<file path="config.mk">
export PLATFORM = sky130hd
export DESIGN_NAME = baseline_detector
export DESIGN_NICKNAME = d
export VERILOG_FILES = /design/src/rtl/baseline_detector_pkg.sv /design/src/rtl/baseline_detector_sample_counter.sv /design/src/rtl/baseline_detector.sv
export SDC_FILE = /design/constraint.sdc
export NUM_CORES = 1
export LEC_CHECK = 0
export ABC_CLOCK_PERIOD_IN_PS = 8000
export CAP_MARGIN = 20
export CORE_MARGIN = 4
export CORE_UTILIZATION = 25
export CTS_CLUSTER_DIAMETER = 80
export DETAILED_ROUTE_END_ITERATION = 10
export GPL_TIMING_DRIVEN = 0
export PLACE_DENSITY = 0.46
export SYNTH_ARGS = -nofsm -noshare
export SYNTH_HDL_FRONTEND = slang
export SYNTH_SLANG_ARGS = --single-unit
</file>
<file path="constraint.sdc">
create_clock -name clk -period 8 [get_ports clk]
set_input_delay 1.2 -clock clk [delete_from_list [all_inputs] [get_ports clk]]
set_output_delay 1.2 -clock clk [all_outputs]
set_load 0.005 [all_outputs]
</file>
<file path="src/rtl/baseline_detector_pkg.sv">
// baseline_detector_pkg
//   Shared definitions for the baseline detector slice: FSM state encodings
//   and the default sample-counter width.
//   No ports (package).
package baseline_detector_pkg;

   localparam int DEF_CNT_WIDTH = 8;

   // Encodings 5..7 are illegal; the detector steers them back to S_IDLE.
   typedef enum logic [2:0] {
      S_IDLE       = 3'd0,
      S_ARMED      = 3'd1,
      S_PENDING    = 3'd2,
      S_ALARM      = 3'd3,
      S_REFRACTORY = 3'd4
   } state_t;

endpackage

</file>
<file path="src/rtl/baseline_detector_sample_counter.sv">
// sample_counter
//   Loadable down-counter used for the hold and refractory timers.
//   Load takes priority over decrement; decrement stops at zero.
// Ports:
//   clk, rst   : clock, synchronous active-high reset (count -> 0)
//   load       : load load_val into the counter
//   load_val   : value to load
//   dec        : decrement by one (ignored when already zero)
//   count      : current count
//   zero       : count == 0
module sample_counter
   import baseline_detector_pkg::*;
#(
   parameter int cnt_width = DEF_CNT_WIDTH
) (
   input  logic                 clk,
   input  logic                 rst,
   input  logic                 load,
   input  logic [cnt_width-1:0] load_val,
   input  logic                 dec,
   output logic [cnt_width-1:0] count,
   output logic                 zero
);

   logic [cnt_width-1:0] count_q;

   always_ff @(posedge clk) begin
      if (rst) begin
         count_q <= '0;
      end else if (load) begin
         count_q <= load_val;
      end else if (dec && (count_q != '0)) begin
         count_q <= count_q - 1'b1;
      end
   end

   assign count = count_q;
   assign zero  = (count_q == '0);

endmodule

</file>
<file path="src/rtl/baseline_detector.sv">
// baseline_detector
//   Latches the most recent baseline, scales it by thresh_mult into a
//   threshold and compares each feature sample against it (strict >).
//   A debounce / hold / refractory FSM turns raw exceedances into a clean
//   alarm level plus a one-cycle onset pulse.
// Ports:
//   clk, rst        : clock, synchronous active-high reset
//   en              : active-low enable; high freezes all state
//   din, din_valid  : signed feature sample and its one-cycle qualifier
//   baseline_in,
//   baseline_valid  : signed baseline and its qualifier
//   thresh_mult     : unsigned threshold multiplier
//   alarm           : registered alarm level
//   onset           : registered one-cycle pulse on alarm entry
//   baseline_ready  : a baseline has been latched since reset
//   state_dbg       : current FSM state encoding
//
// Handshake: din_valid and baseline_valid are pure qualifiers. A transfer
// happens on every clock where the valid is high and en is low; there is no
// ready/backpressure, so one sample per cycle is always accepted.
module baseline_detector
   import baseline_detector_pkg::*;
#(
   parameter int feature_width    = 25,
   parameter int baseline_width   = 34,
   parameter int mult_width       = 4,
   parameter int cnt_width        = 8,
   parameter int onset_count      = 3,
   parameter int hold_count       = 10,
   parameter int refractory_count = 20
) (
   input  logic                             clk,
   input  logic                             rst,
   input  logic                             en,
   input  logic signed [feature_width-1:0]  din,
   input  logic                             din_valid,
   input  logic signed [baseline_width-1:0] baseline_in,
   input  logic                             baseline_valid,
   input  logic [mult_width-1:0]            thresh_mult,
   output logic                             alarm,
   output logic                             onset,
   output logic                             baseline_ready,
   output logic [2:0]                       state_dbg
);

   localparam int thr_width = baseline_width + mult_width + 1;
   localparam logic [cnt_width-1:0] onset_cnt = cnt_width'(onset_count);
   localparam logic [cnt_width-1:0] hold_cnt  = cnt_width'(hold_count);
   localparam logic [cnt_width-1:0] refr_cnt  = cnt_width'(refractory_count);

   state_t                      state_q, state_d;
   logic [cnt_width-1:0]        run_q, run_d, run_inc;
   logic signed [baseline_width-1:0] base_q;
   logic                        ready_q, alarm_q, onset_q;

   logic signed [thr_width-1:0] base_ext, mult_ext, thr, din_ext;
   logic                        sample, latch, exceed, illegal;

   logic                        hold_load, hold_dec, hold_zero;
   logic                        refr_load, refr_dec, refr_zero;
   logic [cnt_width-1:0]        hold_val, refr_val;

   assign sample = din_valid && !en;
   assign latch  = baseline_valid && !en;

   // Multiplier is zero-extended so it is always non-negative; the baseline
   // keeps its sign, so a negative baseline yields a negative threshold.
   assign base_ext = thr_width'(base_q);
   assign mult_ext = $signed({{(thr_width-mult_width){1'b0}}, thresh_mult});
   assign thr      = base_ext * mult_ext;
   assign din_ext  = thr_width'(din);
   // base_q is the registered value, so a baseline arriving with a sample
   // only affects the following samples.
   assign exceed   = din_ext > thr;

   assign illegal  = (state_q > S_REFRACTORY);
   assign run_inc  = (run_q >= onset_cnt) ? onset_cnt : run_q + 1'b1;

   always_comb begin
      state_d   = state_q;
      run_d     = run_q;
      hold_load = 1'b0;
      hold_dec  = 1'b0;
      refr_load = 1'b0;
      refr_dec  = 1'b0;
      case (state_q)
         S_IDLE: begin
            if (latch) state_d = S_ARMED;
         end
         S_ARMED: begin
            if (sample && exceed) begin
               run_d = cnt_width'(1);
               if (onset_cnt == cnt_width'(1)) begin
                  state_d   = S_ALARM;
                  hold_load = 1'b1;
               end else begin
                  state_d = S_PENDING;
               end
            end
         end
         S_PENDING: begin
            if (sample) begin
               if (exceed) begin
                  run_d = run_inc;
                  if (run_inc == onset_cnt) begin
                     state_d   = S_ALARM;
                     hold_load = 1'b1;
                  end
               end else begin
                  run_d   = '0;
                  state_d = S_ARMED;
               end
            end
         end
         S_ALARM: begin
            if (sample) begin
               if (exceed) begin
                  hold_load = 1'b1;
               end else begin
                  hold_dec = 1'b1;
                  // This sample takes hold to zero (or it already was).
                  if (hold_zero || hold_val == cnt_width'(1)) begin
                     state_d   = S_REFRACTORY;
                     refr_load = 1'b1;
                  end
               end
            end
         end
         S_REFRACTORY: begin
            if (sample) begin
               refr_dec = 1'b1;
               if (refr_zero || refr_val == cnt_width'(1)) state_d = S_ARMED;
            end
         end
         default: state_d = S_IDLE;
      endcase
   end

   always_ff @(posedge clk) begin
      if (rst) begin
         state_q <= S_IDLE;
         run_q   <= '0;
         base_q  <= '0;
         ready_q <= 1'b0;
         alarm_q <= 1'b0;
         onset_q <= 1'b0;
      end else begin
         // Illegal encodings recover even while frozen.
         if (!en || illegal) state_q <= state_d;
         if (!en) begin
            run_q   <= run_d;
            alarm_q <= (state_q == S_ALARM);
            onset_q <= (state_q == S_ALARM) && !alarm_q;
            if (latch) begin
               base_q  <= baseline_in;
               ready_q <= 1'b1;
            end
         end else begin
            onset_q <= 1'b0;
         end
      end
   end

   sample_counter #(.cnt_width(cnt_width)) u_hold (
      .clk      (clk),
      .rst      (rst),
      .load     (hold_load),
      .load_val (hold_cnt),
      .dec      (hold_dec),
      .count    (hold_val),
      .zero     (hold_zero)
   );

   sample_counter #(.cnt_width(cnt_width)) u_refr (
      .clk      (clk),
      .rst      (rst),
      .load     (refr_load),
      .load_val (refr_cnt),
      .dec      (refr_dec),
      .count    (refr_val),
      .zero     (refr_zero)
   );

   assign alarm          = alarm_q;
   assign onset          = onset_q;
   assign baseline_ready = ready_q;
   assign state_dbg      = state_q;

endmodule
</file>
After elaboration in Yosys (flattened, before gate mapping) --
Cells that the tools add are included.
Storage, ports and cells: bits in registers 64, input bits 68, output and inout bits 6
Cells by class: add/sub/neg operators 3, $mul 1, magnitude comparators 3, eq/ne operators 16, muxes and demuxes 35, bitwise operators 1, reductions and logical operators 25
Operators with widths (count):
- $gt 25x39->1 | 1
- $mul 34x5->39 | 1
- $mux 8 | 4
- $mux 3 | 10
- $eq 8x1->1 const B | 2
- $logic_not 8->1 | 2
- $ne 2x2->1 const B | 8
- $pmux 8 s2 | 1
- $reduce_bool 8->1 | 2
- $sub 8x1->8 const B | 2
- $pmux 3 s5 | 1
- $mux 1 | 14
- $mux 5 | 2
- $reduce_and 10->1 | 1
- $add 8x1->8 const B | 1
- $eq 8x2->1 const B | 1
- $ge 8x2->1 const B | 1
- $mux 4 | 2
- $eq 3x2->1 const B | 2
- $logic_and 1x1->1 | 6
- $reduce_bool 2->1 | 3
- $reduce_or 2->1 | 3
- $reduce_and 4->1 | 1
- $eq 3x1->1 const B | 1
- other kinds (9) | 12

Longest topological paths before layout --
Gate-level depths: netlist of run 1.
depth in word-level cells 8, mapped depth 27, gate-level depth less buffers 26

Modules after synthesis --
A second synthesis of run 1 with hierarchy kept.
Unflattened totals: cell total of the unflattened synthesis 1162, area, all modules 9100.0 µm²
Modules (own cells, without submodules):
- baseline_detector | times used 1, cells each 1044, area an instance 8069.0 µm², sequential area each 960.9 µm²
- sample_counter | times used 2, cells each 59, area an instance 515.5 µm², sequential area each 160.2 µm²

Worst setup path after synthesis of run 1 --
No wires, ideal clock.
kind in2reg, start in thresh_mult[2], end reg u_hold.count_q[4] (netlist: u_hold.count[4]), setup time 0.138 ns, arrival time 7.219 ns, path slack 0.643 ns, stages 26, path buffers 2, path through clkbuf_1 -> and2_1 -> ha_1 -> fa_1 -> inv_1 -> fa_1 -> inv_1 -> ha_1 -> a2111oi_0 -> o21ai_0 -> a221o_1 -> a311oi_1 -> o21bai_1 -> a211oi_1 -> a21oi_1 -> xnor2_1 -> ha_1 -> nand4_2 -> or4_4 -> nor2_2 -> a22oi_2 -> or3_1 -> buf_6 -> a2111oi_4 -> xnor2_1 -> nor3_2
On the way: longest elaborated chain between the ends 6
Ends and longest elaborated chain:
- start, declared | line baseline_detector.sv:39 | input logic [mult_width-1:0] thresh_mult,
- $mul 34x5->39 (*) | line baseline_detector.sv:70 | assign thr = base_ext * mult_ext;
- $gt 25x39->1 (*) | line baseline_detector.sv:74 | assign exceed = din_ext > thr;
- $mux 1, on equally long branches | line baseline_detector.sv:117, baseline_detector.sv:103
- $mux 1, on equally long branches | line baseline_detector.sv:116, baseline_detector.sv:102
- $pmux 1 s2 / $mux 1 (equally long branches) | line baseline_detector.sv:86 | case (state_q)
- $reduce_or 2->1 (no source line) / $logic_and 1x1->1 (equally long branches)
- end signal, assigned | line baseline_detector_sample_counter.sv:31 | count_q <= load_val;
- end signal, assigned | line baseline_detector_sample_counter.sv:33 | count_q <= count_q - 1'b1;
- end, declared | line baseline_detector_sample_counter.sv:25 | logic [cnt_width-1:0] count_q;
Every way passes the cells marked *; elsewhere a longest branch is shown, timed or not. A chain may end at the register's enable or synchronous reset.

Final worst setup path of run 1 --
Same ends and word-level chain as after synthesis.

==> summary.json, run 1 <==
{
  "yosysWarningCount": 0,
  "setup_repair_after_global_routing_missed_its_margin": "no",
  "floorplan.die.width_um": 193,
  "routed_wl_um": 23500,
  "synthesis.area_um2": 8540,
  "cts_tree": "done",
  "tritoncts_num_sinks": 64,
  "timing.final.hold_violations": 0,
  "drive_gt1_share_pct": 6.15,
  "antenna_found_initial": 1,
  "worst-endpoint-arrival_ps": 7870,
  "timing_worst_setup_path_type": "input port to register",
  "mostFrequentLayoutCells": "inv_1 (154), nand2_1 (138), ha_1 (120)",
  "globalplace.congestion": 0.811,
  "clock.fmax_ghz": 0.131,
  "p_comb_share_pct": 30.5,
  "slew_violations": 0,
  "outcome": "complete, no violations",
  "ys_dominant_reg_cell": "dfxtp_1",
  "post_synthesis_net_count": 1318,
  "post-route-worst-setup-slack_ps": 345,
  "track_usage_pct": 12.9,
  "worst_hold_path_type": "register to register",
  "pre_cts_ws_ps": -2290,
  "worst_case_vdd_ir_drop_mv": 0.117,
  "placeableCoreArea_um2": 33600,
  "drtIter0Drc": 252,
  "crit_path_start_kind": "input port",
  "cts.htree.levels": 3,
  "netlist_instances": 1060,
  "switchingPower_uw": 408,
  "floorplan.die_area_um2": 37200,
  "num-nets-final": 1407,
  "layout.cells.most_common": "inv_1",
  "syn_area_per_cell_um2": 8.05,
  "dr.pass1.iters": 5,
  "drt_drc_violations_left": 0,
  "diodes": 0,
  "post_drt_wl_per_cell_um": 14.6,
  "worst_skew_late_latency_ps": 360,
  "worst_setup_hold_path_clk_slew_ps": 60,
  "port_buffers": 72,
  "largest_net_degree_at_the_start_of_global_routing": 16,
  "cell_pwr_density_nw_per_um2": 117,
  "timing.critical_path.required_ps": 8220,
  "synth-async-reset-ratio_pct": 0,
  "holdWs_ps": 477,
  "slew_headroom_pct": 53.7,
  "power_leakage_uw": 0.00495,
  "final.min_clock_period_ps": 7660,
  "critical_path_peak_fanout": 10,
  "grt_pass1_wl_um": 37900,
  "min_period_over_period_pct": 95.7,
  "cts_root_buffer": "clkbuf_16",
  "yosysUniqueCellTypes": 64,
  "total_power_uw": 1220,
  "seq_area_frac_synth_pct": 15.0,
  "io-pin-count": 74,
  "clock_power_share_pct": 40.8,
  "area.growth.synth_to_final_pct": 21.7,
  "ant_nets": 0,
  "stdcell_count": 1602,
  "place_inst": 1580,
  "die_h_um": 193,
  "fin_tns_setup_ps": 0,
  "tritoncts.num_buffers": 9,
  "vias_in_the_first_global_route": 7215,
  "cellInternalPower_uw": 810,
  "dpl.hpwl_um": 19200,
  "number_of_enable_flip_flop_cells_after_synthesis": 0,
  "clock_skew_ps": 15.7,
  "number_of_rows_created_at_floorplan": 67,
  "yosys_register_bits": 64,
  "globalRouteOverflowTotal": 0,
  "finalSetupViolations": 0,
  "timing.critical_path.to_type": "register",
  "sequential_power_share_pct": 28.7,
  "deepest_clock_path_buffer_count": 2,
  "vias_per_cell": 4.51,
  "initial_utilization_pct": 25.4,
  "worst-slew-pin-transition_ps": 690,
  "netSwitchingFraction_pct": 33.5,
  "routed_vias": 7227,
  "max_cap_viol_count": 0
}
-- critical path, cell delays in order --
cell and delay [ps]:
buf_2 180, buf_4 200, and2_1 160, ha_1 310, fa_1 550, inv_1 60
fa_1 530, inv_1 40, ha_1 380, and4_1 240, and2_1 180, o2111ai_1 200
nand2_2 210, a311oi_4 390, o21bai_2 150, a211oi_2 240, a21oi_1 120, xnor2_1 160
ha_1 350, nand4_2 130, or4_4 530, nor2_2 130, a22oi_2 130, or3_1 410
buf_6 150, a2111oi_4 300, xnor2_1 170, nor3_2 50
-- worst paths after layout --
path                                startpoint               to  slack, ps  cells after the start
worst max register to register       base_q[9]  u_hold.count[4]       1240                     26
worst min register to register        run_q[4]         run_q[4]        480                      1
worst min-delay path                  run_q[4]         run_q[4]        480                      1
worst max-delay path            thresh_mult[2]  u_hold.count[4]        340                     28
-- layer usage --
metal	track usage, %	wire length [µm]	up-vias
met5	0	12	-
met4	2.30	178	2
met3	2.39	1100	14
met2	20.3	10400	95
met1	18.5	11800	3420
li1	-	-	3696
-- registers in the layout, indices dropped and copies added (netlist names) --
name	flops
alarm	1
base_q	34
baseline_ready	1
onset	1
run_q	8
state_dbg	3
u_hold.count	8
u_refr.count	8
-- cells by family (layout without fill, tap and decap cells) --
| kind of cell | count (synthesis) | in the layout | share of synthesized area, % |
|---|---|---|---|
| adders and majority gates | 190 | 190 | 33.9 |
| buffers and inverters | 185 | 279 | 8.24 |
| xor gates and xnor gates | 44 | 44 | 4.51 |
| DFF | 64 | 64 | 15.0 |
| AOI/OAI and AO/OA | 209 | 209 | 16.3 |
| and+or+nand+nor | 367 | 367 | 21.9 |
| muxes | 1 | 1 | 0.132 |
-- layout make-up --
cell class	count	area, µm²
plain buffers	31	158
clock buffers	10	239
clock inverters	6	115
fillers	3636	23200
inverters	154	578
multi-input cells	811	6700
flip-flops and latches	64	1280
well taps	448	561
repair buffers	78	758
-- through the flow --
step	utilization, %	cell area [µm²]
6_report	30.9	10400
5_1_grt	30.9	10400
4_1_cts	30.6	10300
3_5_place_dp	29.2	9820
3_3_place_gp	29.2	9820
2_1_floorplan	-	8540
-- Yosys cell counts, types with 2 or more instances --
cell / count / area share [%]
a31o_2: 2 / 0.21
or3_1: 6 / 0.44
nor3_1: 17 / 1.0
xnor2_1: 28 / 2.9
fa_1: 69 / 16
inv_1: 154 / 6.8
o31ai_1: 2 / 0.18
a211oi_2: 3 / 0.44
a211oi_1: 8 / 0.70
and2_1: 105 / 7.7
o211ai_1: 4 / 0.35
nand3_1: 7 / 0.41
and3_1: 10 / 0.73
ha_1: 121 / 18
or2_2: 4 / 0.29
dfxtp_1: 64 / 15
o21a_1: 9 / 0.79
or4_1: 2 / 0.18
o21ai_0: 25 / 1.5
nor2b_1: 7 / 0.51
nand2b_1: 7 / 0.51
a21boi_0: 3 / 0.26
nor4_1: 4 / 0.29
nor4b_1: 2 / 0.21
a311oi_1: 3 / 0.31
nand2_1: 139 / 6.1
and4_1: 2 / 0.21
nand4_1: 11 / 0.81
a21o_1: 37 / 3.3
a221oi_1: 5 / 0.51
a31oi_1: 4 / 0.29
nor2_1: 34 / 1.5
a22oi_1: 2 / 0.18
a2111oi_0: 2 / 0.21
xor2_1: 16 / 1.6
a21oi_1: 79 / 4.6
nor3b_1: 4 / 0.35
o21bai_1: 6 / 0.53
clkbuf_1: 28 / 1.2
-- timing repair --
item | 4_1_cts | 5_1_grt
gates resized for setup | 29 | 43
hold endpoints to repair | 0 | 0
buffers inserted | 3 | 3
hold buffers | 0 | 0
endpoints found under the setup margin | 27 | 27
pin swaps | 3 | 8
-- power groups by stage --
stage	clock, µW	combinational [µW]	sequential, µW
2_1_floorplan	0	242	350
3_3_place_gp	0	360	358
3_5_place_dp	0	363	357
4_1_cts	510	373	350
5_1_grt	521	428	353
6_report	497	372	350
No activity file was read; power rests on OpenSTA's default activity.
==> run 2, diff against run 1 <==
ABC_CLOCK_PERIOD_IN_PS = 7900   (was 8000)
CTS_BUF_LIST = sky130_fd_sc_hd__clkbuf_2   (was unset)
clock period = 7.9 ns   (was 8 ns; I/O delays follow)
==> run 2 against run 1 <==
Register-to-register slack worse by 290 ps. Sequential share of layout area up 0.35 points. Combinational power is essentially flat. Core utilization fell by 0.86 points. Setup slack worse by 120 ps. Largest cell class unchanged. First-iteration DRC count shrank 3.2%. Largest power group is now combinational cells. Flip-flop and latch count is the same. Via count decreased by 0.37%. Die area did not move. Wire length shrank 0.87%. Critical path type unchanged. Non-clock buffer count fell by 3. Sequential power rose by 2%.
==> summary.json, run 2 (synthesis gave the netlist of run 1 again) <==
{
  "top_register": "base_q",
  "timing.final.hold_violations": 0,
  "vias_per_cell": 4.50,
  "cellInternalPower_uw": 637,
  "routed_vias": 7200,
  "num-nets-final": 1404,
  "dr.pass1.iters": 4,
  "drt-met1-wl_um": 11900,
  "maxUsedRoutingLayer": "met5",
  "drtIter0Drc": 244,
  "grt_pass1_wl_um": 37700,
  "vias_in_the_first_global_route": 7178,
  "tritoncts_num_sinks": 64,
  "critPathSlowestCell": "fa_1",
  "timing_worst_setup_path_type": "input port to register",
  "setup_repair_after_global_routing_missed_its_margin": "no",
  "post_drt_wl_per_cell_um": 14.5,
  "die_h_um": 193,
  "max_cap_viol_count": 0,
  "floorplan.die.width_um": 193,
  "cts.htree.levels": 3,
  "ant_nets": 0,
  "number_of_rows_created_at_floorplan": 67,
  "crit_path_start_kind": "input port",
  "clock.fmax_ghz": 0.130,
  "cts_root_buffer": "clkbuf_2",
  "outcome": "complete, no violations",
  "port_buffers": 72,
  "pre_cts_ws_ps": -2380,
  "p_comb_share_pct": 36.4,
  "diodes": 0,
  "critPathMaxStageDelay_ps": 530,
  "floorplan.die_area_um2": 37200,
  "place_inst": 1580,
  "antenna_found_initial": 1,
  "slew_headroom_pct": 56.8,
  "deepest_clock_path_buffer_count": 2,
  "track_usage_pct": 12.8,
  "worst-endpoint-arrival_ps": 8130,
  "cts_tree": "done",
  "globalplace.congestion": 0.811,
  "switchingPower_uw": 385,
  "slew_violations": 0,
  "mostFrequentLayoutCells": "inv_1 (154), nand2_1 (138), ha_1 (121)",
  "cts-hold-fix-buffers": 0,
  "stdcell_count": 1599,
  "worst_setup_hold_path_clk_slew_ps": 190,
  "layout.cells.most_common": "inv_1",
  "util_after_layout_pct": 30.0,
  "clock_power_share_pct": 28.8,
  "timing.critical_path.required_ps": 8360,
  "multi_input_comb_area_um2": 6640,
  "globalRouteOverflowTotal": 0,
  "cell_pwr_density_nw_per_um2": 101,
  "drive_gt1_share_pct": 5.13,
  "initial_utilization_pct": 25.4,
  "drt_drc_violations_left": 0,
  "met2WireLength_um": 10400,
  "largest_reg_flops": 34,
  "timing.critical_path.to_type": "register",
  "final-seq-area_um2": 1280,
  "power_leakage_uw": 0.00484,
  "dpl.hpwl_um": 19200,
  "area.growth.synth_to_final_pct": 18.3,
  "worst-slew-pin-transition_ps": 645,
  "r2r-end": "u_hold.count[4]",
  "cp.buffers_inverters": 5,
  "netSwitchingFraction_pct": 37.6,
  "worst_r2r_src": "base_q[14]",
  "hold_path.startpoint": "run_q[4]",
  "clock_skew_ps": 57.3,
  "detailroute.wirelength.met3_um": 833,
  "routed_wl_um": 23300,
  "num-fill-cells": 3646,
  "placeableCoreArea_um2": 33600,
  "io-pin-count": 74,
  "final.min_clock_period_ps": 7670,
  "tritoncts.num_buffers": 9,
  "largest_net_degree_at_the_start_of_global_routing": 16,
  "min_delay_endpoint": "run_q[4]",
  "sequential_power_share_pct": 34.8,
  "finalSetupViolations": 0,
  "timing.critical_path.mode_cell": "ha_1",
  "critPathTopFamily": "compound AO/OA/AOI/OAI gates",
  "timing.critical_path.depth": 27,
  "worst_case_vdd_ir_drop_mv": 0.0784,
  "worst_skew_late_latency_ps": 620,
  "min_period_over_period_pct": 97.1,
  "post-route-worst-setup-slack_ps": 229,
  "timing.reg2reg.setup_slack_ps": 950,
  "reg2regPathDepth": 25,
  "hold_path_depth": 1,
  "worst_hold_path_type": "register to register",
  "critical_path_peak_fanout": 10
}
## run 2: changes by cell type in the layout (fill, tap and decap cells not counted), moves of 2 or more
cell,before,now
clkbuf_2,1,14
clkbuf_16,9,0
buf_4,10,3
o21ai_0,22,24
o21ai_1,3,1
## run 2: worst reg2reg max path, delay by kind of cell, from the launching register on
family	cells	cell delay [ps]
AOI/OAI and AO/OA	9	2330
DFF	1	410
and+or+nand+nor	6	1410
buffers and inverters	3	240
adders and majority gates	5	2070
xor gates and xnor gates	2	330
## run 2: per-layer routing
| metal | up-vias | track usage [%] |
|---|---|---|
| li1 | 3692 | - |
| met1 | 3409 | 18.4 |
| met2 | 89 | 20.2 |
| met3 | 8 | 2.39 |
| met4 | 2 | 1.89 |
| met5 | - | 0 |
## run 2: cell type report
| cell class | instances | share of cell area, % |
|---|---|---|
| flip-flops and latches | 64 | 12.7 |
| clock inverters | 7 | 1.18 |
| multi-input cells | 811 | 65.7 |
| clock buffers | 9 | 0.446 |
| inverters | 154 | 5.72 |
| well taps | 448 | 5.55 |
| plain buffers | 31 | 1.39 |
| repair buffers | 75 | 7.32 |
## run 2: how the worst max path moves through the flow
stage                         from               to  slack (ps)
floorplan           thresh_mult[2]  u_hold.count[4]         560
global placement    thresh_mult[2]  u_hold.count[5]       -2460
detailed placement  thresh_mult[2]  u_hold.count[0]       -2380
CTS                 thresh_mult[2]  u_hold.count[4]           6
global route        thresh_mult[3]  u_hold.count[4]          10
finish              thresh_mult[3]  u_hold.count[4]         230
## run 2: repair_timing
action | in CTS | in global routing
endpoints found under the setup margin | 27 | 27
gates resized for setup | 20 | 20
buffers inserted | 2 | 1
pin swaps | 1 | 2
## run 2: power by group through the flow
stage	Combinational, µW	Sequential (µW)	Clock, µW
final	372	356	294
after global routing	429	359	321
after CTS	377	356	311
after detailed placement	367	361	0
after global placement	365	363	0
after floorplan	245	355	0
## run 2: stage by stage
stage	TNS, ps	total power, µW	area [µm²]	hold slack (ps)
2_1_floorplan	0	600	8540	444
3_3_place_gp	-55300	727	9820	455
3_5_place_dp	-53410	729	9820	461
4_1_cts	0	1040	10100	492
5_1_grt	0	1110	10100	502
6_report	0	1020	10100	490
